===== config.mk =====
export PLATFORM = sky130hd
export DESIGN_NAME = shift_add_seq
export DESIGN_NICKNAME = d
export VERILOG_FILES = /design/src/rtl/shift_add_seq.sv
export SDC_FILE = /design/constraint.sdc
export NUM_CORES = 1
export LEC_CHECK = 0
export ABC_CLOCK_PERIOD_IN_PS = 3480
export CAP_MARGIN = 20
export CELL_PAD_IN_SITES_DETAIL_PLACEMENT = 1
export CELL_PAD_IN_SITES_GLOBAL_PLACEMENT = 1
export CORE_MARGIN = 1.5
export CORE_UTILIZATION = 42
export CTS_CLUSTER_SIZE = 24
export DETAILED_ROUTE_END_ITERATION = 16
export HOLD_SLACK_MARGIN = 0.02
export PLACE_DENSITY_LB_ADDON = 0.1
export SLEW_MARGIN = 20
export SYNTH_ARGS = -nofsm -noshare
export SYNTH_HDL_FRONTEND = slang
export SYNTH_SLANG_ARGS = --single-unit

===== constraint.sdc =====
create_clock -name clk_i -period 3.48 [get_ports clk_i]
set_input_delay 0.348 -clock clk_i [delete_from_list [all_inputs] [get_ports clk_i]]
set_output_delay 0.348 -clock clk_i [all_outputs]
set_load 0.01 [all_outputs]

===== src/rtl/shift_add_seq.sv =====
// Sequential shifted-operand adder: NUM_OPS operands arrive serially, operand k weighted by
// 2^(k*SHIFT); the truncated sum is emitted on a valid/ready port. Optional macro SHIFT_ADD_OVF_EN.
module shift_add_seq #(
  parameter int unsigned IN_W    = 8,
  parameter int unsigned SHIFT   = 4,
  parameter int unsigned NUM_OPS = 3,
  parameter int unsigned OUT_W   = IN_W + SHIFT * (NUM_OPS - 1)
) (
  input  logic             clk_i,
  input  logic             rst_ni,
  input  logic             clr_i,
  input  logic             in_valid_i,
  output logic             in_ready_o,
  input  logic [IN_W-1:0]  in_data_i,
  output logic             out_valid_o,
  input  logic             out_ready_i,
  output logic [OUT_W-1:0] out_data_o
`ifdef SHIFT_ADD_OVF_EN
  ,
  output logic             out_ovf_o
`endif
);

  localparam int unsigned IdxW = $clog2(NUM_OPS);
  localparam int unsigned SumW = OUT_W + 1;
`ifdef SHIFT_ADD_OVF_EN
  localparam int unsigned AccW = OUT_W + 1;
`else
  localparam int unsigned AccW = OUT_W;
`endif
  localparam logic [IdxW-1:0] LastIdx = IdxW'(NUM_OPS - 1);

  typedef enum logic [0:0] {StAcc, StHold} state_e;

  state_e           state_q;
  logic [IdxW-1:0]  idx_q;
  logic [AccW-1:0]  acc_q;
  logic [OUT_W-1:0] out_data_q;
`ifdef SHIFT_ADD_OVF_EN
  logic             ovf_q;
`endif

  logic [31:0]      shamt;
  logic [SumW-1:0]  operand;
  logic [SumW-1:0]  sum;
  logic [AccW-1:0]  acc_next;

  always_comb begin
    shamt   = 32'(idx_q) * SHIFT;
    operand = SumW'(in_data_i) << shamt;
    sum     = {1'b0, acc_q[OUT_W-1:0]} + operand;
`ifdef SHIFT_ADD_OVF_EN
    // Guard bit is sticky: any carry out of OUT_W marks the whole sum as overflowed.
    acc_next = {acc_q[OUT_W] | sum[OUT_W], sum[OUT_W-1:0]};
`else
    acc_next = sum[OUT_W-1:0];
`endif
  end

  always_ff @(posedge clk_i or negedge rst_ni) begin
    if (!rst_ni) begin
      state_q    <= StAcc;
      idx_q      <= '0;
      acc_q      <= '0;
      out_data_q <= '0;
`ifdef SHIFT_ADD_OVF_EN
      ovf_q      <= 1'b0;
`endif
    end else if (clr_i) begin
      // Abort beats any handshake; out_data keeps its last value.
      state_q <= StAcc;
      idx_q   <= '0;
      acc_q   <= '0;
`ifdef SHIFT_ADD_OVF_EN
      ovf_q   <= 1'b0;
`endif
    end else begin
      unique case (state_q)
        StAcc: begin
          if (in_valid_i) begin
            acc_q <= acc_next;
            if (idx_q == LastIdx) begin
              out_data_q <= acc_next[OUT_W-1:0];
`ifdef SHIFT_ADD_OVF_EN
              ovf_q      <= acc_next[OUT_W];
`endif
              idx_q      <= '0;
              state_q    <= StHold;
            end else begin
              idx_q <= idx_q + IdxW'(1);
            end
          end
        end
        StHold: begin
          if (out_ready_i) begin
            acc_q   <= '0;
            state_q <= StAcc;
`ifdef SHIFT_ADD_OVF_EN
            ovf_q   <= 1'b0;
`endif
          end
        end
      endcase
    end
  end

  assign in_ready_o  = (state_q == StAcc);
  assign out_valid_o = (state_q == StHold);
  assign out_data_o  = out_data_q;
`ifdef SHIFT_ADD_OVF_EN
  assign out_ovf_o   = ovf_q;
`endif

endmodule


# Word-level counts from Yosys, hierarchy flattened
# Index checks and enable logic that the tools add are counted.
word_totals:
  register_bits: 35
  wordCells: 30
  output_inout_bits: 18
classes:
  shift: 1
  n_eq_ne: 4
  n_bitwise: 2
  n_reduce_logical: 4
  n_mux: 13
  n_addsub: 2
op_table:
  columns: ["operator", "n"]
  rows:
  - ["16-bit 2-to-1 mux", 3]
  - ["16-bit one-hot mux with 2 select lines", 1]
  - ["16-bit adder", 1]
  - ["8-bit by 4-bit left shift with 16-bit output", 1]
  - ["2-bit 2-to-1 mux", 4]
  - ["3-bit != test, second input constant", 2]
  - ["1-bit 2-to-1 mux", 4]
  - ["2-bit AND reduction", 2]
  - ["4-bit AND reduction", 1]
  - ["2-bit by 1-bit adder with 2-bit output, second input constant", 1]
  - ["2-bit equality test, second input constant", 1]
  - ["2-bit != test, second input constant", 1]
  - ["1-bit inverter", 2]
  - ["1-bit one-hot mux with 2 select lines", 1]
  - ["2-bit nonzero test", 1]

# Logic depth before layout (Yosys ltp)
# Gate-level depths: netlist of the first run.
depth:
  word_depth: 5
  depth_mapped: 11
  mapped_depth_nobuf: 10

# Least setup slack after synthesis of the first run
# Ideal clock, no wire load.
synth_path:
  kind: "register to register"
  from: "register idx_q[0]"
  to: "register out_data_q[15] (netlist: out_data_o[15])"
  path_stages_with_launch: 12
  slack_ns: 0.704
  path_buffers: 2
  arrival_ns: 2.651
  setup_time_ns: 0.125
  path_cell_list: "dfrtp_1 clkbuf_1 nor2b_1 a22o_1 ha_1 clkbuf_1 and3_1 a221o_1 o2111ai_1 o211ai_2 xnor2_1 mux2_4"
synth_between:
  elab_chain_len: 2
  word_cells_on_any_way: 4
  classes_between: "1 x add/sub; 1 x eq/ne; 1 x shift; 1 x reduce/logical"
synth_rtl:
  columns: ["element", "line", "rtl"]
  rows:
  - ["from (decl)", "36", "logic [IdxW-1:0] idx_q;"]
  - ["from (signal assigned)", "90", "idx_q <= idx_q + IdxW'(1);"]
  - ["8-bit by 4-bit left shift with 16-bit output / 2-bit equality test (equally long branches)", "50, 82", null]
  - ["16-bit adder / 4-bit AND reduction (equally long branches)", null, null]
  - ["to (signal assigned)", "83", "out_data_q <= acc_next[OUT_W-1:0];"]
  - ["to (decl)", "38", "logic [OUT_W-1:0] out_data_q;"]
# Parallel ways exist; a longest one is shown, timed or not.
# A chain may end at the register's enable or synchronous reset.

# Worst setup path in the final report of the first run
layout_path:
  from: "register idx_q[1]"
  to: "register out_data_q[14] (netlist: out_data_o[14])"
# Same word-level chain as after synthesis.

==> flow_summary_export.csv, run 1 <==
group,metric,value,unit
outcome,status,"finished clean",
yosys,ys.flop_type,"dfrtp_1",
sta,fin_crit_sh,0.869,
layout,post-route-cell-area,2650,µm²
routing,avgViaCountPerCell,5.52,
critical_path,crit_top_cell,"nor2_1",
placement,post_dp_cell_area,2550,µm²
worst_hold_path,hold_class,"input pin to async pin",
critical_path,slowest_stage,"dfrtp_1",
critical_path,end_kind,"register",
routing,wl_per_cell,17.3,µm
power,power,1.39,mW
clock_network,cts.htree.levels,2,
clock_network,root_buffer,"clkbuf_8",
floorplan,die_width,74.7,µm
floorplan,initial_core_util,0.445,
sta,rsz0062_at_grt,"no",
placement,gp_congestion,0.891,
clock_network,cts_tree,"done",
critical_path,crit_chain,"nor2_1, and2_1, ha_1, fa_1, a21oi_1, o21ai_0, a211oi_1, buf_4, nor2_1, a221o_1",
layout,n_antenna_cell,0,
yosys,ys_seq_area_frac,0.406,
floorplan,die_h,74.7,µm
yosys,synthArstFlopShare,1.00,
floorplan,fp-row-count,25,
yosys,synth_seq_cells,35,
critical_path,path_delay_family,"compound AO/OA/AOI/OAI gates",
yosys,synth_area,2160,µm²
sta,slew_viol_final,0,
sta,finalHoldViolations,0,
floorplan,core,4850,µm²
critical_path,max_stage_delay,560,ps
critical_path,worstPathRequired,3660,ps
layout,fillCellCount,567,
yosys,synthDistinctLibCells,37,
critical_path,critPathArrivalTime,3210,ps
layout,drive_above_1_share,0.0980,
routing,firstDrtPassIters,4,
yosys,syn_area_per_cell,9.85,µm²
routing,num_vias,1777,
power,leakagePower,1.22,nW
yosys,netlist_instances,219,
placement,portBuffers,30,
routing,drt-initial-drc-count,87,
clock_network,clock_sinks,35,
sta,fin_setup_tns,0,ps
yosys,syn_nets,248,
layout,finalNetCount,283,
clock_network,clk_pin_slew,80,ps
sta,relSlewSlack,0.469,
power,power_density,526,nW/µm²
flow_run,cap_viol_max_count,0,
floorplan,ioPinCount,31,
clock_network,cts_resized,0,
clock_network,cts_setup_buffers,0,
placement,hpwl,4.18,mm
global_route,grt_pass1_wl,9.48,mm
sta,fmax,331,MHz
global_route,grt_max_degree,36,
global_route,gr-total-overflow,0,
clock_network,clk_latency,300,ps
clock_network,clockBufferDepth,2,
sta,worst_pin_slew,797,ps
sta,min_period,3030,ps
floorplan,die_area,5570,µm²
routing,remaining_drc_errors,0,
critical_path,critPathBufInv,1,
global_route,globalRouteTotalUtil,0.230,
sta,setup_viol,0,
critical_path,crit_type,"register to register",
critical_path,crit_fanout,13,
sta,hold_ws,135,ps
yosys,ys_warn_count,0,
layout,syn_to_final_growth,22.7,%
clock_network,holdBufCountCts,0,
routing,ant_nets,0,
critical_path,cp-start-kind,"register",
yosys,synth-edff-count,0,
global_route,antenna_found_initial,0,
routing,wl,5.58,mm
clock_network,cts_buffers,5,
global_route,first_global_vias,1865,
power,irDropWorstVdd,0.309,mV
sta,skew,8.27,ps
[layer usage]
layer	vias up	wire [µm]	track usage
li1	873	-	-
met4	0	60	0.0626
met2	28	2660	0.384
met5	-	0	0
met1	870	2740	0.309
met3	6	124	0.0415
[through the flow]
stage,setup slack [ps],std cells,util
after floorplan,704,219,-
after CTS,531,322,0.546
after global routing,279,322,0.546
final,454,322,0.546
after global placement,453,314,0.525
after detailed placement,451,314,0.525
[cell usage after synthesis (3+ instances only)]
cell	number	share of area
dfrtp_1	35	0.41
nand2_1	28	0.049
ha_1	15	0.087
nor2_1	15	0.026
o21ai_0	14	0.032
a21oi_1	12	0.028
a22o_1	12	0.049
xnor2_1	10	0.041
mux2_2	9	0.047
mux2i_1	7	0.032
nor2b_1	7	0.020
clkbuf_1	6	0.010
and2_1	5	0.015
inv_1	4	0.0070
o31ai_1	4	0.014
xor2_1	4	0.016
and3_1	3	0.0087
nand3_1	3	0.0070
nor3_1	3	0.0070
[flip-flops by register name (all words and copies together), names as in the netlist]
signal and flops:
acc_q 16, idx_q 2, out_data_o 16, out_valid_o 1
[cell type report]
type / instances / area [µm²] / area share
repair buffers: 35 / 333 / 0.126
well taps: 67 / 83.8 / 0.0317
inverters: 4 / 15.0 / 0.00567
flip-flops and latches: 35 / 876 / 0.331
multi-input cells: 173 / 1240 / 0.468
clock buffers: 8 / 100 / 0.0378
[cells by family after synthesis]
group,Yosys count,share of synthesized area
xor+xnor,14,0.0568
simple gates,67,0.141
compound gates,59,0.194
buf+inv,11,0.0197
mux,17,0.0864
flops,35,0.406
fa+ha+maj,16,0.0963
[final timing paths]
| kind | startpoint | end | slack, ps | cells past startpoint |
|---|---|---|---|---|
| setup / recovery | idx_q[1] | out_data_o[14] | 450 | 10 |
| hold / removal | rst_ni | out_valid_o | 130 | 1 |
| setup reg to reg | idx_q[1] | out_data_o[14] | 450 | 10 |
| hold reg to reg | out_data_o[2] | out_data_o[2] | 480 | 2 |
| max in group asynchronous | rst_ni | acc_q[8] | 2840 | 1 |
| min in group clk_i | out_data_o[2] | out_data_o[2] | 480 | 2 |
[power by group]
| group | internal [mW] | leakage (nW) | switching [mW] |
|---|---|---|---|
| logic | 0.262 | 0.695 | 0.258 |
| clock network | 0.181 | 0.0515 | 0.153 |
| registers | 0.489 | 0.471 | 0.0501 |
[placed cells by master, fill, tap and decap left out, drive strengths merged]
master and instances:
mux2i 7, clkdlybuf4s50 29, o41a 1, nand3 3, mux2 10, o311ai 1, a221o 2, o211ai 1
o311a 1, buf 6, o2111ai 2, o21ai 14, o21a 1, ha 15, nor3 3, a21o 2
nand2b 1, a22o 12, nand4 2, a211oi 3, a21oi 12, nand2 28, o41ai 1, o21bai 1
fa 1, o31ai 4, and2 5, nor2b 7, and3 3, xnor2 10, a31oi 1, xor2 4
clkbuf 8, nor2 15, dfrtp 35, inv 4
Power figures use the tool's default switching activity.
==> inputs of run 2 (changes only) <==
REMOVE_ABC_BUFFERS = 1   (was default)
==> run 2 against run 1 <==
  * Sequential power is essentially flat
  * Die area unchanged
  * Cell count stayed put
  * Utilization shrank 0.39 points
  * Critical endpoint is now out_data_o[15]
  * Clock power decreased by 15%
  * Non-clock buffer count did not move
  * Clock-buffer cell count is 1 lower
  * Sequential share of layout area grew 0.24 points
  * Via count decreased by 0.51%
  * Total power down 3.6%
  * Worst hold slack improved by 6.2 ps
==> flow_summary_export.csv, run 2 (synthesized netlist as in run 1, its figures left out) <==
group,metric,value,unit
global_route,first_global_vias,1823,
power,irDropWorstVdd,0.310,mV
clock_network,root_buffer,"clkbuf_8",
critical_path,end_kind,"register",
layout,finalNetCount,283,
critical_path,worstPathRequired,3660,ps
clock_network,cts_resized,0,
floorplan,initial_core_util,0.445,
floorplan,core,4850,µm²
critical_path,critPathArrivalTime,3150,ps
clock_network,clk_latency,290,ps
clock_network,cts_setup_buffers,0,
sta,rsz0062_at_grt,"no",
layout,fillCellCount,562,
sta,setup_viol,0,
global_route,gr-total-overflow,0,
sta,worst_pin_slew,780,ps
routing,wl_per_cell,16.9,µm
critical_path,crit_type,"register to register",
floorplan,fp-row-count,25,
clock_network,cts_tree,"done",
power,p_clk_frac,0.210,
placement,gp_congestion,0.813,
power,p_comb_frac,0.387,
sta,fin_crit_sh,0.853,
power,power.internal,891,µW
sta,skew,8.35,ps
clock_network,holdBufCountCts,0,
routing,wl,5.46,mm
placement,hpwl,4.13,mm
critical_path,slowest_stage,"dfrtp_1",
clock_network,clock_sinks,35,
layout,drive_above_1_share,0.0941,
layout,final_cell_mix,"dfrtp_1, clkdlybuf4s50_1, nand2_1",
sta,finalHoldViolations,0,
flow_run,cap_viol_max_count,0,
clock_network,cts.htree.levels,2,
global_route,grt_pass1_wl,9.12,mm
routing,avgViaCountPerCell,5.49,
critical_path,r2r_slack,510,ps
critical_path,crit_fanout,13,
critical_path,max_stage_delay,570,ps
power,leakagePower,1.21,nW
critical_path,cp-start-kind,"register",
outcome,status,"finished clean",
layout,syn_to_final_growth,21.8,%
global_route,globalRouteTotalUtil,0.223,
floorplan,die_h,74.7,µm
layout,final_core_utilization,0.542,
sta,fin_setup_tns,0,ps
power,swShare,0.337,
layout,n_antenna_cell,0,
power,power_density,511,nW/µm²
sta,fmax,337,MHz
global_route,antenna_found_initial,0,
routing,ant_nets,0,
global_route,grt_max_degree,36,
floorplan,die_area,5570,µm²
routing,num_vias,1768,
floorplan,ioPinCount,31,
routing,firstDrtPassIters,4,
clock_network,clockBufferDepth,2,
routing,drt-initial-drc-count,51,
sta,min_period,2970,ps
floorplan,die_width,74.7,µm
clock_network,cts_buffers,5,
worst_hold_path,hold_class,"input pin to async pin",
clock_network,clk_pin_slew,70,ps
power,power.switching,452,µW
critical_path,crit_chain,"nor2b_1, a22o_1, ha_1, a21o_1, a221o_1, o2111ai_1, o211ai_2, xnor2_1, mux2_4",
sta,slew_viol_final,0,
sta,relSlewSlack,0.480,
routing,remaining_drc_errors,0,
layout,final_common_cell,"dfrtp_1",
power,pwr-share-seq,0.403,
sta,setup_slack,510,ps
placement,pre_cts_ws,436,ps
placement,portBuffers,30,
## run 2: cell type report
| class | instances | area (µm²) | share of cell area |
|---|---|---|---|
| well taps | 67 | 83.8 | 0.0319 |
| inverters | 4 | 15.0 | 0.00571 |
| clock buffers | 7 | 76.3 | 0.0290 |
| repair buffers | 35 | 333 | 0.127 |
| multi-input cells | 173 | 1240 | 0.471 |
| flip-flops and latches | 35 | 876 | 0.333 |
| clock inverters | 1 | 5.00 | 0.00190 |
## run 2: power groups by stage
stage / sequential, mW / clock, mW / combinational [mW]
after floorplan: 0.568 / 0 / 0.273
after global placement: 0.546 / 0 / 0.508
after detailed placement: 0.550 / 0 / 0.517
after CTS: 0.543 / 0.293 / 0.524
after global routing: 0.554 / 0.304 / 0.575
final: 0.541 / 0.283 / 0.520
## run 2: critical path, delay by kind of cell, from the launching register on
family / cells / cell delay [ps]
AO/OA/AOI/OAI: 5 / 1130
flip-flops: 1 / 570
AND/OR/NAND/NOR: 1 / 400
adder cells (fa/ha/maj): 1 / 320
multiplexers: 1 / 270
XOR/XNOR: 1 / 170
## run 2: metal layers
| layer | GRT usage | vias to the layer above | share of wire |
|---|---|---|---|
| met5 | 0 | - | 0 |
| met4 | 0.0545 | 0 | 0.0097 |
| met3 | 0.0415 | 6 | 0.025 |
| met2 | 0.365 | 26 | 0.47 |
| met1 | 0.307 | 866 | 0.50 |
| li1 | - | 870 | - |
## run 2: path summary, 6_finish.rpt
kind / start / to / cells after the start
setup / recovery: idx_q[1] / out_data_o[15] / 9
hold / removal: rst_ni / idx_q[0] / 1
setup reg to reg: idx_q[1] / out_data_o[15] / 9
hold reg to reg: out_data_o[12] / out_data_o[12] / 2
max in group asynchronous: rst_ni / out_data_o[8] / 1
min in group clk_i: out_data_o[12] / out_data_o[12] / 2
## run 2: per-stage QoR
stage	cells	area, µm²	hold slack (ps)	total power, mW
after floorplan	212	2130	52.4	0.840
after global placement	314	2550	461	1.05
after detailed placement	314	2550	470	1.07
after CTS	322	2630	165	1.36
after global routing	322	2630	209	1.43
final	322	2630	141	1.34
==> patch 1: new RTL, config.mk and constraints of run 1 <==
The option `SHIFT_ADD_OVF_EN` is turned on by a define.
--- a/src/rtl/shift_add_seq.sv
+++ b/src/rtl/shift_add_seq.sv
@@ -2,2 +2,4 @@
 // 2^(k*SHIFT); the truncated sum is emitted on a valid/ready port. Optional macro SHIFT_ADD_OVF_EN.
+`define SHIFT_ADD_OVF_EN
+
 module shift_add_seq #(
Formal check against the unedited RTL (old outputs only; new: out_ovf_o): equivalent (Yosys induction, for registers that start in step).
==> patch 1 against run 1 <==
Synthesized area grew 11%. Via count up 21%. Clock skew decreased by 0.0040 ns. Sequential share of layout area shrank 0.85 points. Final area grew 8.5%. Wire length up 23%. Sequential cell count grew 2. Count of clock-buffer cells in the layout is 1 lower. Cell count increased by 15%. Fmax shrank 3.2%. Setup slack got worse by 0.10 ns. Non-clock buffer count grew 1. Total power rose by 0.54%. Highest routed layer unchanged.
==> patch 1: results (changes against run 1) <==
** Setup path
- Critical Path Slowest Stage Cell :: sky130_fd_sc_hd__dfrtp_1
- The maximum fanout along the worst path was 14 (+1).
- Critical register-to-register path startpoint :: idx_q[1]$_DFFE_PN0P_
- The path depth of the worst reg2reg path was 11 (+1).
- In this run the critical register-to-register path is captured at acc_q[14]$_DFFE_PN0P_.
- Data arrival time of the critical path :: 3.30 ns (+0.09 ns)
- The setup slack of the most critical reg-to-reg path is 0.35 ns (-0.10 ns).
- Delay of the slowest cell on the worst path :: 0.52 ns (-0.04 ns)

** Place
- Number of placed instances with taps included :: 364 (+16%)
- Post-detailed-placement half-perimeter wirelength :: 5120 um (+23%)
- Port Buffers :: 31 (+3.3%)
- Worst slack at placement :: 0.218 ns (-0.233 ns)
- The routability-driven placement congestion ratio was 0.800 (-10%).

** Yosys
- Post-synthesis net count :: 295 (+19%)
- The adder-cell share of the synthesized area is 0.0922 (-0.00404).
- Syn. warnings :: 0 (unchanged)
- The fraction of registers with async set/reset is 1.00 (unchanged).
- The count of unique library cells instantiated by Yosys was 43 (+16%).
- Post-synthesis share of cell area spent on xor and xnor gates :: 0.0257 (-0.0312)
- The share of the synthesized area in compound gates (AO/OA/AOI/OAI) came to 0.241 (+0.0468).
- The average footprint of a synthesized cell came to 9.01 um2 (-8.5%).
- The fraction of the yosys area taken by sequential cells was 0.388 (-0.0182).
- The share of synthesized area spent on multiplexers is 0.0435 (-0.0429).
- In the post-synthesis netlist, the biggest area contributors are sky130_fd_sc_hd__dfrtp_1 (39%), sky130_fd_sc_hd__ha_1 (8.4%), sky130_fd_sc_hd__nand2_1 (5.7%).
- The commonest cells after synthesis are sky130_fd_sc_hd__dfrtp_1 (37), sky130_fd_sc_hd__nand2_1 (36), sky130_fd_sc_hd__a21oi_1 (20).

** Global routing
- GRT Util Overall :: 0.240 (+0.00991)
- Global-route wire length before repair :: 11,200 um (+18%)
- The pin count of the biggest net entering global routing is 38 (+5.6%).

** Drt
- Count of nets left with antenna violations after detail routing :: 0 (unchanged)
- Final wirelength :: 6840 um (+23%)
- The total vias in the final route is 2,156 (+21%).
- The routed via count divided by cell count was 5.81 (+5.3%).
- Number of DRC markers after the initial detailed-route iteration :: 113 (+30%)

** Clock network
- CTS placed an instance of sky130_fd_sc_hd__clkbuf_8 at the clock tree root.
- Post_cts resized :: 0 (unchanged)
- After clock tree synthesis, the clock-pin slew on the worst setup and hold paths is 0.07 ns.
- Count of buffers added by post-CTS timing repair for setup :: 0 (unchanged)

** Power
- The switching share of power was 0.343 (+0.0123).
- The maximum resistive drop on vdd came to 0.212 mV (-31%).
- Static Leakage :: 1.31 nW (+8.0%)

** Cells and area
- Antenna Diode Count :: 0 (unchanged)
- Fraction of layout instances using a drive strength above 1 :: 0.0702 (-0.0278)
- Number of fill cells in the layout :: 655 (+16%)
- The final layout net count came to 329 (+16%).

** STA
- Final Skew :: 0.00428 ns (-0.00398 ns)
- The slew at the pin closest to its max-slew limit was 0.851 ns (+0.0542 ns).

** Worst hold path
- Hold WC Path Type :: in2async

** Status
- Outcome :: finished clean
patch 1: cell count changes after synthesis, sizes merged, moves of 7 or more:
cell,change
a21oi,+8
nand2,+8
inv,+7
mux2,-7
patch 1: worst max path at each step:
stage	start	end	slack (ns)	depth (start not counted)
6_report	idx_q[1]$_DFFE_PN0P_	acc_q[14]$_DFFE_PN0P_	0.35	11
5_1_grt	idx_q[1]$_DFFE_PN0P_	acc_q[14]$_DFFE_PN0P_	0.08	11
4_1_cts	idx_q[0]$_DFFE_PN0P_	acc_q[14]$_DFFE_PN0P_	0.38	11
3_5_place_dp	in_data_i[0]	acc_q[14]$_DFFE_PN0P_	0.22	11
3_3_place_gp	in_data_i[0]	acc_q[14]$_DFFE_PN0P_	0.31	11
2_1_floorplan	idx_q[0]$_DFFE_PN0P_	acc_q[14]$_DFFE_PN0P_	0.59	12
patch 1: area by class of cell:
class	instances	share of cell area
multi-input combinational	208	0.482
timing repair buffer	36	0.119
sequential	37	0.322
tap	72	0.0314
inverter	11	0.0144
clock buffer	7	0.0301
patch 1: per-stage QoR:
stage / hold slack, ns / cell area [um2]
2_1_floorplan: 0.0524 / 2390
3_3_place_gp: 0.459 / 2790
3_5_place_dp: 0.469 / 2790
4_1_cts: 0.197 / 2870
5_1_grt: 0.233 / 2870
6_report: 0.164 / 2870
patch 1: critical path: cells and delay by family, from the launching register on:
kind	cells	cell delay (ns)
buffers and inverters	1	0.06
adder cells (fa/ha/maj)	2	0.57
flip-flops	1	0.52
AO/OA/AOI/OAI	5	1.35
AND/OR/NAND/NOR	3	0.50
patch 1: cell families after synthesis:
kind of cell / count (synthesis)
buffers and inverters: 20
XOR/XNOR: 7
multiplexers: 10
AO/OA/AOI/OAI: 84
flip-flops: 37
AND/OR/NAND/NOR: 90
adder cells (fa/ha/maj): 17
patch 1: layer usage:
layer / GRT usage / up-vias / routed length (um)
met3: 0.0430 / 9 / 165
li1: - / 1036 / -
met1: 0.314 / 1080 / 3230
met4: 0.0643 / 0 / 80
met2: 0.408 / 31 / 3360
met5: 0 / - / 0
patch 1: power groups by stage:
stage	logic (mW)	registers (mW)	clock network (mW)
floorplan	0.284	0.585	0
global placement	0.509	0.569	0
detailed placement	0.524	0.574	0
CTS	0.525	0.567	0.319
global route	0.579	0.576	0.335
finish	0.522	0.565	0.314
==> patch 2: new RTL, config.mk and constraints of run 1 <==
Made on the original files. Make the reset (`rst_ni`) synchronous in one clocked block.
--- a/src/rtl/shift_add_seq.sv
+++ b/src/rtl/shift_add_seq.sv
@@ -59,3 +59,3 @@
 
-  always_ff @(posedge clk_i or negedge rst_ni) begin
+  always_ff @(posedge clk_i) begin
     if (!rst_ni) begin
Behaviour: differs if rst_ni is asserted again (counterexample within 4 cycles, from zero or initial values and one cycle with rst_ni low); with rst_ni held inactive, the same outputs for 10 cycles.
==> patch 2 against run 1 <==
Critical path type unchanged. Final area grew 2.2%. Non-clock buffer count shrank 2. Critical path depth is the same. Die area grew 5.2%. Setup slack gained 0.14 ns. Hold slack gained 0.32 ns. Synthesized area grew 5.4%. First-iteration DRC count shrank 48%. Wire length grew 4.3%. Sequential cell count is the same.
Power is not compared: it rests on default switching activity, and its combinational part moved more than twofold at a synthesized area within 25%.
==> patch 2: results (changes against run 1) <==
** Setup path
- For this design, the slowest cell found on the critical path is sky130_fd_sc_hd__dfxtp_1.
- The largest stage delay on the critical path was 0.58 ns (+0.02 ns).
- In this run the critical register-to-register path is launched from idx_q[0]$_SDFFE_PP0P_.
- Data arrival time of the critical path :: 3.10 ns (-0.11 ns)
- Critical path fanouts, max :: 10 (-3)

** Global routing
- Number of global-route vias before repair :: 2,076 (+11%)
- The total global-route track usage is 0.216 (-0.0136).
- Largest net degree at the start of global routing :: 27 (-25%)
- The fraction of met2 tracks used by global routing is 0.411 (+0.0268).

** Drt
- Wire length the detailed router placed on met1 :: 2540 um (-7.4%)
- The wire length on met3 is 145 um (+17%).
- The total routed wirelength is 5820 um (+4.3%).
- The total vias in the final route came to 1,951 (+9.8%).

** Status
- Outcome :: finished clean

** Yosys
- Yosys attributes the largest share of cell area to sky130_fd_sc_hd__dfxtp_1 (31%), sky130_fd_sc_hd__ha_1 (8.3%), sky130_fd_sc_hd__xnor2_1 (5.0%).
- Most common flop cell mapped by yosys :: sky130_fd_sc_hd__dfxtp_1
- The commonest cells after synthesis are sky130_fd_sc_hd__dfxtp_1 (35), sky130_fd_sc_hd__nand2_1 (30), sky130_fd_sc_hd__nor2_1 (21).
- Number of unique standard cell types used by synthesis :: 57 (+54%)
- Proportion of synthesized chip area in sequential cells :: 0.308 (-0.0978)
- Post-synthesis net count :: 293 (+18%)

** STA
- The relative max-transition margin came to 0.642 (+0.174).
- Final Skew :: 0.00704 ns (-0.00123 ns)

** Place
- The sum of net half-perimeters after detailed placement is 4660 um (+12%).

** Worst hold path
- Hold WC Path Type :: reg2reg

** Cells and area
- Number of fill cells in the layout :: 618 (+9.0%)
- Fraction of layout instances using a drive strength above 1 :: 0.103 (+0.00541)
[patch 2: worst paths after layout]
path | endpoint | slack (ns) | cells after the start
worst min register to register | out_data_o[6]$_SDFFE_PN0P_ | 0.46 | 2
worst max register to register | out_data_o[12]$_SDFFE_PN0P_ | 0.60 | 10
worst max-delay path | out_data_o[12]$_SDFFE_PN0P_ | 0.60 | 10
worst min-delay path | out_data_o[6]$_SDFFE_PN0P_ | 0.46 | 2
[patch 2: cell type report]
| class | instances | area, um2 | share of cell area |
|---|---|---|---|
| clock inverters | 2 | 35.0 | 0.0130 |
| well taps | 70 | 87.6 | 0.0324 |
| inverters | 3 | 11.3 | 0.00416 |
| clock buffers | 6 | 82.6 | 0.0305 |
| multi-input cells | 211 | 1470 | 0.542 |
| flip-flops and latches | 35 | 701 | 0.259 |
| repair buffers | 33 | 323 | 0.119 |
[patch 2: kinds of logic after synthesis]
family	after synthesis	synth area share
and+or+nand+nor	98	0.224
xor gates and xnor gates	15	0.0578
buffers and inverters	18	0.0473
DFF	35	0.308
adders and majority gates	16	0.0914
AOI/OAI and AO/OA	76	0.243
muxes	6	0.0286
[patch 2: worst max-delay path, delay by kind of cell, from the launching register on]
| kind | cells | cell delay [ns] |
|---|---|---|
| AND/OR/NAND/NOR | 3 | 0.45 |
| AO/OA/AOI/OAI | 4 | 0.85 |
| multiplexers | 1 | 0.32 |
| adder cells (fa/ha/maj) | 2 | 0.60 |
| flip-flops | 1 | 0.58 |
[patch 2: per-stage QoR]
stage               std cells  total power [mW]  hold WS [ns]  worst slack [ns]  cell area, um2
finish                    360             0.933         0.459             0.598            2710
global route              360             0.974         0.492             0.322            2710
CTS                       360             0.945         0.465             0.567            2710
detailed placement        352             0.556         0.453             0.529            2590
global placement          352             0.553         0.443             0.582            2590
floorplan                 264             0.515         0.430              1.00            2270
